===== config.mk =====
export PLATFORM = sky130hd
export DESIGN_NAME = cs_fuser_multi
export DESIGN_NICKNAME = d
export VERILOG_FILES = /design/src/rtl/cs_fuser_multi.sv
export SDC_FILE = /design/constraint.sdc
export NUM_CORES = 1
export LEC_CHECK = 0
export CAP_MARGIN = 25
export CORE_MARGIN = 2
export CORE_UTILIZATION = 51
export DETAILED_ROUTE_END_ITERATION = 10
export PLACE_DENSITY = 0.73
export SYNTH_ARGS = -nofsm -noshare
export SYNTH_HDL_FRONTEND = slang
export SYNTH_SLANG_ARGS = --single-unit

===== constraint.sdc =====
create_clock -name clk -period 2.58 [get_ports clk]
set_input_delay 0.516 -clock clk [delete_from_list [all_inputs] [get_ports clk]]
set_output_delay 0.516 -clock clk [all_outputs]
set_load 0.03 [all_outputs]

===== src/rtl/cs_fuser_multi.sv =====
// Merges the first N per-byte /CS segments from the HPS SPI master into one
// continuous /CS per frame, with stall timeout, guard time and collision flags.
module cs_fuser_multi #(
  parameter int NUM_CS      = 2,
  parameter int CNT_W       = 8,
  parameter int DEFAULT_LEN = 3,
  parameter int TIMEOUT_CYC = 1024,
  parameter int GUARD_CYC   = 4
) (
  input  logic              clk,
  input  logic              reset,
  input  logic [NUM_CS-1:0] cs_in_n,
  output logic [NUM_CS-1:0] cs_out_n,
  input  logic [CNT_W-1:0]  cfg_len,
  input  logic              cfg_valid,
  output logic              cfg_ready,
  output logic              busy,
  output logic              frame_done,
  output logic              timeout_err,
  output logic              proto_err
);

  localparam int CH_W  = (NUM_CS > 1) ? $clog2(NUM_CS) : 1;
  localparam int TMR_W = (TIMEOUT_CYC > 1) ? $clog2(TIMEOUT_CYC) : 1;
  localparam int GC_W  = (GUARD_CYC > 1) ? $clog2(GUARD_CYC) : 1;
  localparam logic [TMR_W-1:0] TMR_LAST = TMR_W'(TIMEOUT_CYC - 1);
  localparam logic [GC_W-1:0]  GC_LAST  = GC_W'(GUARD_CYC - 1);

  typedef enum logic [1:0] {ST_IDLE, ST_ACTIVE, ST_GUARD} state_t;

  function automatic logic [CNT_W-1:0] clamp_len(input logic [CNT_W-1:0] l);
    return (l == '0) ? CNT_W'(1) : l;
  endfunction

  logic [NUM_CS-1:0] r_s1_p0, r_s2_p1, r_sd_p2;
  logic [NUM_CS-1:0] w_fall, w_rise, w_fall_low, w_ch_mask;
  logic              w_any_fall, w_extra_fall, w_other_fall;
  logic              w_s2_ch, w_fall_ch, w_rise_ch;
  logic [CH_W-1:0]   w_low_ch;

  state_t            r_state, w_state_nxt;
  logic [CH_W-1:0]   r_ch, w_ch_nxt;
  logic [CNT_W-1:0]  r_len, w_len_nxt;
  logic [CNT_W-1:0]  r_seg, w_seg_nxt;
  logic [TMR_W-1:0]  r_tmr, w_tmr_nxt;
  logic [GC_W-1:0]   r_gcnt, w_gcnt_nxt;
  logic [NUM_CS-1:0] r_cs_out_n, w_cs_nxt;
  logic              r_fd, w_fd_nxt;
  logic              r_to, w_to_nxt;
  logic              r_pe, w_pe_nxt;

  // Stage p0..p2: two-flop synchroniser plus delayed copy for edge detection
  always_ff @(posedge clk) begin
    if (reset) begin
      r_s1_p0 <= '1;
      r_s2_p1 <= '1;
      r_sd_p2 <= '1;
    end else begin
      r_s1_p0 <= cs_in_n;
      r_s2_p1 <= r_s1_p0;
      r_sd_p2 <= r_s2_p1;
    end
  end

  assign w_fall       = r_sd_p2 & ~r_s2_p1;
  assign w_rise       = ~r_sd_p2 & r_s2_p1;
  assign w_any_fall   = |w_fall;
  assign w_fall_low   = w_fall & (~w_fall + NUM_CS'(1));
  assign w_extra_fall = |(w_fall & ~w_fall_low);
  assign w_ch_mask    = NUM_CS'(1) << r_ch;
  assign w_other_fall = |(w_fall & ~w_ch_mask);
  assign w_s2_ch      = |(r_s2_p1 & w_ch_mask);
  assign w_fall_ch    = |(w_fall & w_ch_mask);
  assign w_rise_ch    = |(w_rise & w_ch_mask);

  always_comb begin
    w_low_ch = '0;
    for (int i = NUM_CS - 1; i >= 0; i--) begin
      if (w_fall[i]) w_low_ch = CH_W'(i);
    end
  end

  always_comb begin
    w_state_nxt = r_state;
    w_ch_nxt    = r_ch;
    w_len_nxt   = r_len;
    w_seg_nxt   = r_seg;
    w_tmr_nxt   = r_tmr;
    w_gcnt_nxt  = r_gcnt;
    w_cs_nxt    = r_cs_out_n;
    w_fd_nxt    = 1'b0;
    w_to_nxt    = 1'b0;
    w_pe_nxt    = 1'b0;
    case (r_state)
      ST_IDLE: begin
        w_cs_nxt = '1;
        // len_reg is only consulted in ACTIVE, so a same-cycle load applies to this frame
        if (cfg_valid) w_len_nxt = clamp_len(cfg_len);
        if (w_any_fall) begin
          w_state_nxt = ST_ACTIVE;
          w_ch_nxt    = w_low_ch;
          w_cs_nxt    = ~w_fall_low;
          w_seg_nxt   = '0;
          w_tmr_nxt   = '0;
          w_pe_nxt    = w_extra_fall;
        end
      end
      ST_ACTIVE: begin
        w_pe_nxt = w_other_fall;
        if (w_rise_ch && (r_seg == r_len - CNT_W'(1))) begin
          w_cs_nxt    = '1;
          w_fd_nxt    = 1'b1;
          w_gcnt_nxt  = '0;
          w_state_nxt = ST_GUARD;
        end else if (w_s2_ch && (r_tmr == TMR_LAST)) begin
          w_cs_nxt    = '1;
          w_to_nxt    = 1'b1;
          w_gcnt_nxt  = '0;
          w_state_nxt = ST_GUARD;
        end else begin
          if (w_rise_ch) w_seg_nxt = r_seg + CNT_W'(1);
          if (w_fall_ch)    w_tmr_nxt = '0;
          else if (w_s2_ch) w_tmr_nxt = r_tmr + TMR_W'(1);
        end
      end
      ST_GUARD: begin
        w_cs_nxt = '1;
        w_pe_nxt = w_any_fall;
        if (r_gcnt == GC_LAST) w_state_nxt = ST_IDLE;
        else                   w_gcnt_nxt  = r_gcnt + GC_W'(1);
      end
      default: begin
        w_cs_nxt    = '1;
        w_state_nxt = ST_IDLE;
      end
    endcase
  end

  always_ff @(posedge clk) begin
    if (reset) begin
      r_state    <= ST_IDLE;
      r_ch       <= '0;
      r_len      <= CNT_W'(DEFAULT_LEN);
      r_seg      <= '0;
      r_tmr      <= '0;
      r_gcnt     <= '0;
      r_cs_out_n <= '1;
      r_fd       <= 1'b0;
      r_to       <= 1'b0;
      r_pe       <= 1'b0;
    end else begin
      r_state    <= w_state_nxt;
      r_ch       <= w_ch_nxt;
      r_len      <= w_len_nxt;
      r_seg      <= w_seg_nxt;
      r_tmr      <= w_tmr_nxt;
      r_gcnt     <= w_gcnt_nxt;
      r_cs_out_n <= w_cs_nxt;
      r_fd       <= w_fd_nxt;
      r_to       <= w_to_nxt;
      r_pe       <= w_pe_nxt;
    end
  end

  assign cs_out_n    = r_cs_out_n;
  assign cfg_ready   = (r_state == ST_IDLE);
  assign busy        = (r_state != ST_IDLE);
  assign frame_done  = r_fd;
  assign timeout_err = r_to;
  assign proto_err   = r_pe;

endmodule


==> results of run 1 <==
## power groups by stage
stage	Clock (mW)	Combinational, mW	Sequential (mW)
detailed placement	0	0.208	0.707
global placement	0	0.206	0.706
finish	0.525	0.226	0.692
global route	0.560	0.250	0.696
CTS	0.537	0.209	0.692
floorplan	0	0.135	0.703
## synth_stat cells, types with 3 or more instances
cell type	number	share of area (%)
inv_1	9	1.5
nand2b_1	12	3.4
a311oi_1	6	2.4
and2_1	3	0.85
o21ai_0	15	3.4
o211ai_1	3	1.0
nand3_1	9	2.0
or2_2	8	2.3
xor2_1	5	2.0
nand2_1	33	5.6
a211oi_1	5	1.7
and3_1	8	2.3
nand4_1	5	1.4
xnor2_1	3	1.2
dfxtp_1	42	38
ha_1	4	2.3
clkbuf_1	7	1.2
nor4_1	4	1.1
a21oi_1	24	5.4
nor2_1	16	2.7
nor3_1	9	2.0
or3_1	5	1.4
## per-layer routing
metal / global-route usage (%) / share of wire, %
met1: 31.2 / 51
met2: 32.4 / 44
met3: 4.47 / 4.1
met4: 5.34 / 1.3
met5: 0 / 0
## repair_timing
action / CTS / global route
setup buffers: 0 / 2
gates resized for setup: 0 / 9
setup endpoints to repair: 0 / 19
## sequential cells by signal, summed over array words and instances, names as in the netlist, 2 cells and up
name and count:
cs_out_n 2, r_gcnt 2, r_len 8, r_s1_p0 2, r_s2_p1 2, r_sd_p2 2
r_seg 8, r_state 2, r_tmr 10
## cell families (layout without fill, tap and decap cells)
family / Yosys count / in the layout / synth area share, %
multiplexers: 2 / 2 / 0.903
AND/OR/NAND/NOR: 124 / 124 / 30.0
XOR/XNOR: 8 / 8 / 3.16
buffers and inverters: 18 / 50 / 3.44
AO/OA/AOI/OAI: 74 / 74 / 22.3
flip-flops: 42 / 42 / 37.9
adder cells (fa/ha/maj): 4 / 4 / 2.26
## cell type report
type                            count  area, um^2
Clock inverter                      3        45.0
Sequential cell                    42         845
Timing Repair Buffer               33         299
Multi-Input combinational cell    212        1340
Inverter                            9        33.8
Fill cell                         355        1390
Clock buffer                        5        68.8
Tap cell                           50        62.6
## worst max-delay path: cells and delay by family (launching register included)
kind            cells  cell delay, ps
buf+inv             2             250
fa+ha+maj           1             170
compound gates      6            1230
simple gates        1             340
flops               1             370
## worst min path at each step
| stage | start | to | slack (ps) |
|---|---|---|---|
| floorplan | r_s1_p0[0]$_SDFF_PP1_ | r_s2_p1[0]$_SDFF_PP1_ | 390 |
| global placement | r_s1_p0[0]$_SDFF_PP1_ | r_s2_p1[0]$_SDFF_PP1_ | 390 |
| detailed placement | r_s1_p0[1]$_SDFF_PP1_ | r_s2_p1[1]$_SDFF_PP1_ | 400 |
| CTS | r_s1_p0[1]$_SDFF_PP1_ | r_s2_p1[1]$_SDFF_PP1_ | 420 |
| global route | r_s1_p0[0]$_SDFF_PP1_ | r_s2_p1[0]$_SDFF_PP1_ | 440 |
| finish | r_s1_p0[1]$_SDFF_PP1_ | r_s2_p1[1]$_SDFF_PP1_ | 410 |
## through the flow
| step | util (%) | setup slack (ps) | cells |
|---|---|---|---|
| floorplan | - | 34.7 | 272 |
| CTS | 64.5 | 94.2 | 352 |
| finish | 66.0 | 158 | 354 |
| global route | 66.0 | 11.3 | 354 |
| detailed placement | 61.8 | 107 | 344 |
| global placement | 61.8 | 177 | 344 |
==> run_results.csv, run 1 <==
group,metric,value,unit
synthesis,ys_seq_area_share,37.9,%
timing,final-hold-violation-count,0,
synthesis,ys.flop_type,"dfxtp_1",
setup_path,required,2810,ps
setup_path,path_cells,"inv_2 -> ha_4 -> o21bai_1 -> a2111oi_4 -> a311oi_2 -> a211oi_2 -> o31a_1 -> buf_6 -> or3_1 -> a21oi_1",
die,dieArea,4890,um^2
die,die_w,69.9,um
setup_path,crit_path_max_fanout,10,
cts,cts.sinks,42,
die,io_pins,20,
power,power_density,536,nW/um^2
setup_path,arrival,2650,ps
drt,final_antenna_net_count,0,
cells_and_area,final_common_cell,"dfxtp_1",
setup_path,critPathCaptureType,"register",
power,seq_power_share,48.0,%
die,die_h,69.9,um
synthesis,synthCells,272,
die,num_rows,23,
timing,worst_pin_slew,522,ps
grt,grt.total_usage,21.4,%
synthesis,synthesis.area,2220,um^2
cells_and_area,drive_gt1_share,13.2,%
cells_and_area,syn2layout_area_growth,21.6,%
min_path,min_path_cells,1,
setup_path,r2r-end,"r_seg[4]$_SDFFE_PP0P_",
timing,grt_setup_unrepaired,"false",
cts,cts_root_buf,"clkbuf_8",
timing,max_freq,413,MHz
timing,finalCritPeriodShare,93.9,%
cts,clk_pin_slew_worst_paths,80,ps
cts,cts_buffers,5,
grt,grt_pass1_vias,1883,
grt,grt-ovfl-total,0,
timing,setup_tns,0,ps
cts,hold_buffers,0,
setup_path,r2r_setup_slack,160,ps
placed_design,gp_congestion,0.887,
cells_and_area,final_cell_area,2700,um^2
cells_and_area,layout_common_cells,"dfxtp_1, nand2_1, a21oi_1",
setup_path,crit_slowest_cell,"dfxtp_1",
timing,setup_viol,0,
drt,first_pass_iters,4,
timing,skew,6.72,ps
power,p_leak,1.02,nW
placed_design,placed_area,2520,um^2
drt,wl_per_cell,14.2,um
setup_path,slowest_delay,370,ps
power,swShare,26.8,%
drt,wirelength,5.04,mm
power,power.switching,388,uW
flow_run,maxCapViolCount,0,
drt,vias,2068,
timing,whs,413,ps
cts,htreeDepth,2,
power,total_power,1.44,mW
synthesis,ys_types,51,
min_path,worstHoldPathType,"reg -> reg",
timing,period_minus_slack,2420,ps
cts,insertion_delay,290,ps
grt,antenna_found_initial,0,
placed_design,hpwl,3.66,mm
timing,final_max_slew_viol_count,0,
setup_path,critPathLaunch,"r_len[1]$_SDFFE_PP1P_",
synthesis,postSynthNetCount,289,
synthesis,ys_ff_latch,42,
grt,grt_max_degree,32,
cts,cts_tree,"yes",
setup_path,crit_end,"r_seg[4]$_SDFFE_PP0P_",
power,vdd_drop_max,0.350,mV
cells_and_area,antennaDiodeCount,0,
cells_and_area,fin_nets,320,
drt,dr.first_iter.drc_count,170,
die,core_area,4090,um^2
synthesis,async_flop_share,0,%
drt,routed_via_density,5.84,
synthesis,yosys_warnings,0,
drt,drc,0,
power,pwr-share-comb,15.7,%
setup_path,rr_startpoint,"r_len[1]$_SDFFE_PP1P_",
setup_path,crit_type,"reg -> reg",
grt,grt_first_pass_wirelength,8.67,mm
synthesis,synth_edf_count,0,
cts,cts_buffer_depth,2,
placed_design,place.port_buffers,19,
synthesis,syn_avg_cell_area,8.15,um^2
setup_path,reg2reg_depth,10,
die,initial_core_util,54.3,%
setup_path,cp-start-kind,"register",
timing,timing.slew.headroom,64.8,%
power,p_int,1.06,mW
status,outcome,"complete, no violations",
power,clockPowerShare,36.3,%
Power figures use the tool's default switching activity.
==> run 2, diff against run 1 <==
- CORE_UTILIZATION: 51 -> 56
- DONT_BUFFER_PORTS: not set -> 1
- PLACE_DENSITY: 0.73 -> 0.84
==> run 2 against run 1 <==
Via count fell by 1.5%. Non-clock buffer count fell by 25. First-iteration DRC count fell by 15%. Die area fell by 8.4%. Total power fell by 2.0%. Register-to-register slack barely moved. Hold slack got worse by 150 ps. Final area fell by 9.1%. Critical path depth fell by 1. Maximum frequency rose by 0.22%. Highest routed layer unchanged. Routed wire length fell by 0.36%.
==> run_results.csv, run 2 (synthesis gave the netlist of run 1 again) <==
group,metric,value,unit
power,total_power,1.42,mW
die,io_pins,20,
setup_path,crit_end,"r_seg[2]$_SDFFE_PP0P_",
cts,htreeDepth,2,
cts,clk_pin_slew_worst_paths,80,ps
setup_path,crit_path_max_fanout,8,
placed_design,dp_slack,8.47,ps
power,power.switching,383,uW
setup_path,critPathCaptureType,"register",
setup_path,crit_type,"reg -> reg",
grt,grt.total_usage,25.4,%
power,swShare,27.1,%
timing,grt_setup_unrepaired,"false",
timing,final_max_slew_viol_count,0,
placed_design,hpwl,3.43,mm
status,outcome,"complete, no violations",
timing,period_minus_slack,2420,ps
cts,cts_root_buf,"clkbuf_8",
cells_and_area,n_fill_cell,327,
setup_path,path_cells,"inv_1 -> ha_2 -> o21bai_1 -> a2111oi_2 -> a311oi_2 -> a211oi_2 -> o31a_1 -> or4_1 -> nand2_1",
cells_and_area,layout_common_cells,"dfxtp_1, nand2_1, a21oi_1",
cts,cts_buffer_depth,2,
placed_design,gp_congestion,0.908,
grt,grt_max_degree,33,
setup_path,crit_slowest_cell,"or4_1",
setup_path,r2r-end,"r_seg[2]$_SDFFE_PP0P_",
grt,antenna_found_initial,0,
setup_path,cp.depth,9,
die,core_area,3740,um^2
drt,dr.first_iter.drc_count,145,
drt,wirelength,5.02,mm
timing,final-hold-violation-count,0,
cells_and_area,largest_register_ffs,10,
setup_path,required,2830,ps
cts,cts_buffers,5,
drt,final_antenna_net_count,0,
setup_path,rr_startpoint,"r_len[1]$_SDFFE_PP1P_",
setup_path,critPathLaunch,"r_len[1]$_SDFFE_PP1P_",
timing,max_freq,414,MHz
drt,vias,2037,
power,vdd_drop_max,0.448,mV
power,seq_power_share,49.2,%
cts,hold_buffers,0,
flow_run,maxCapViolCount,0,
die,die_h,66.9,um
timing,setup_tns,0,ps
placed_design,place.port_buffers,0,
drt,routed_via_density,6.21,
min_path,min_path_cells,1,
placed_design,placed_area,2290,um^2
timing,setup_slack,164,ps
die,dieArea,4480,um^2
setup_path,slowest_delay,520,ps
setup_path,r2r_setup_slack,160,ps
cells_and_area,drive_gt1_share,11.8,%
timing,worst_pin_slew,521,ps
timing,whs,267,ps
timing,setup_viol,0,
cts,insertion_delay,300,ps
die,die_w,66.9,um
power,power_density,577,nW/um^2
die,num_rows,22,
cells_and_area,final_common_cell,"dfxtp_1",
power,p_int,1.03,mW
power,p_leak,0.912,nW
cells_and_area,reg.largest.list,"r_tmr x10, r_len x8, r_seg x8",
setup_path,arrival,2670,ps
die,initial_core_util,59.2,%
drt,wl_per_cell,15.3,um
setup_path,reg2reg_depth,9,
drt,drc,0,
cells_and_area,syn2layout_area_growth,10.6,%
cells_and_area,fin_nets,296,
cells_and_area,final-seq-area,842,um^2
power,pwr-share-comb,12.3,%
timing,skew,5.13,ps
cells_and_area,regMostFlops,"r_tmr",
grt,grt_pass1_vias,1893,
power,clockPowerShare,38.4,%
setup_path,cp-start-kind,"register",
setup_path,crit_family,"compound AO/OA/AOI/OAI gates",
min_path,worstHoldPathType,"in -> reg",
setup_path,critical_path_buf_inv_count,1,
cells_and_area,antennaDiodeCount,0,
grt,grt_first_pass_wirelength,8.61,mm
cts,cts.sinks,42,
cts,cts_tree,"yes",
timing,finalCritPeriodShare,93.7,%
cells_and_area,multi_input_comb_area,1340,um^2
grt,grt-ovfl-total,0,
drt,first_pass_iters,5,
cells_and_area,final_cell_area,2450,um^2
timing,timing.slew.headroom,64.3,%
run 2: cell type report:
class,count,area share [%]
sequential,42,34.4
clock inverter,3,1.99
timing repair buffer,8,2.45
clock buffer,5,2.81
inverter,9,1.38
tap,48,2.45
multi-input combinational,213,54.6
run 2: worst register-to-register path, stage by stage (launching register included):
cell and delay, ps:
dfxtp_2 360, inv_1 90, ha_2 250, o21bai_1 150
a2111oi_2 100, a311oi_2 280, a211oi_2 150, o31a_1 370
or4_1 530, nand2_1 80
run 2: routing by layer:
| metal | part of all wire (%) | GRT usage (%) | up-vias |
|---|---|---|---|
| li1 | - | - | 1019 |
| met1 | 45 | 32.0 | 938 |
| met2 | 47 | 41.6 | 72 |
| met3 | 6.3 | 6.93 | 8 |
| met4 | 1.4 | 8.42 | 0 |
| met5 | 0 | 0 | - |
run 2: what timing repair did:
action,4_1_cts,5_1_grt
gates resized for setup,0,5
pin swaps,1,5
gates cloned,1,0
setup endpoints to repair,1,22
buffers inserted,0,1
run 2: power by group through the flow:
| stage | sequential, mW | combinational (mW) | clock (mW) |
|---|---|---|---|
| 6_report | 0.697 | 0.175 | 0.544 |
| 5_1_grt | 0.700 | 0.195 | 0.574 |
| 4_1_cts | 0.695 | 0.166 | 0.552 |
| 3_5_place_dp | 0.710 | 0.165 | 0 |
| 3_3_place_gp | 0.709 | 0.160 | 0 |
| 2_1_floorplan | 0.703 | 0.135 | 0 |
run 2: stage by stage:
stage	instances	util (%)
finish	328	65.5
floorplan	272	-
CTS	327	64.6
detailed placement	318	61.3
global route	328	65.5
global placement	318	61.3
run 2: how the worst min path moves through the flow:
stage	start	end
after CTS	reset	r_len[6]$_SDFFE_PP0P_
final	reset	r_len[7]$_SDFFE_PP0P_
after floorplan	r_s1_p0[0]$_SDFF_PP1_	r_s2_p1[0]$_SDFF_PP1_
after global placement	r_s1_p0[1]$_SDFF_PP1_	r_s2_p1[1]$_SDFF_PP1_
after global routing	reset	r_len[4]$_SDFFE_PP0P_
after detailed placement	r_s1_p0[1]$_SDFF_PP1_	r_s2_p1[1]$_SDFF_PP1_
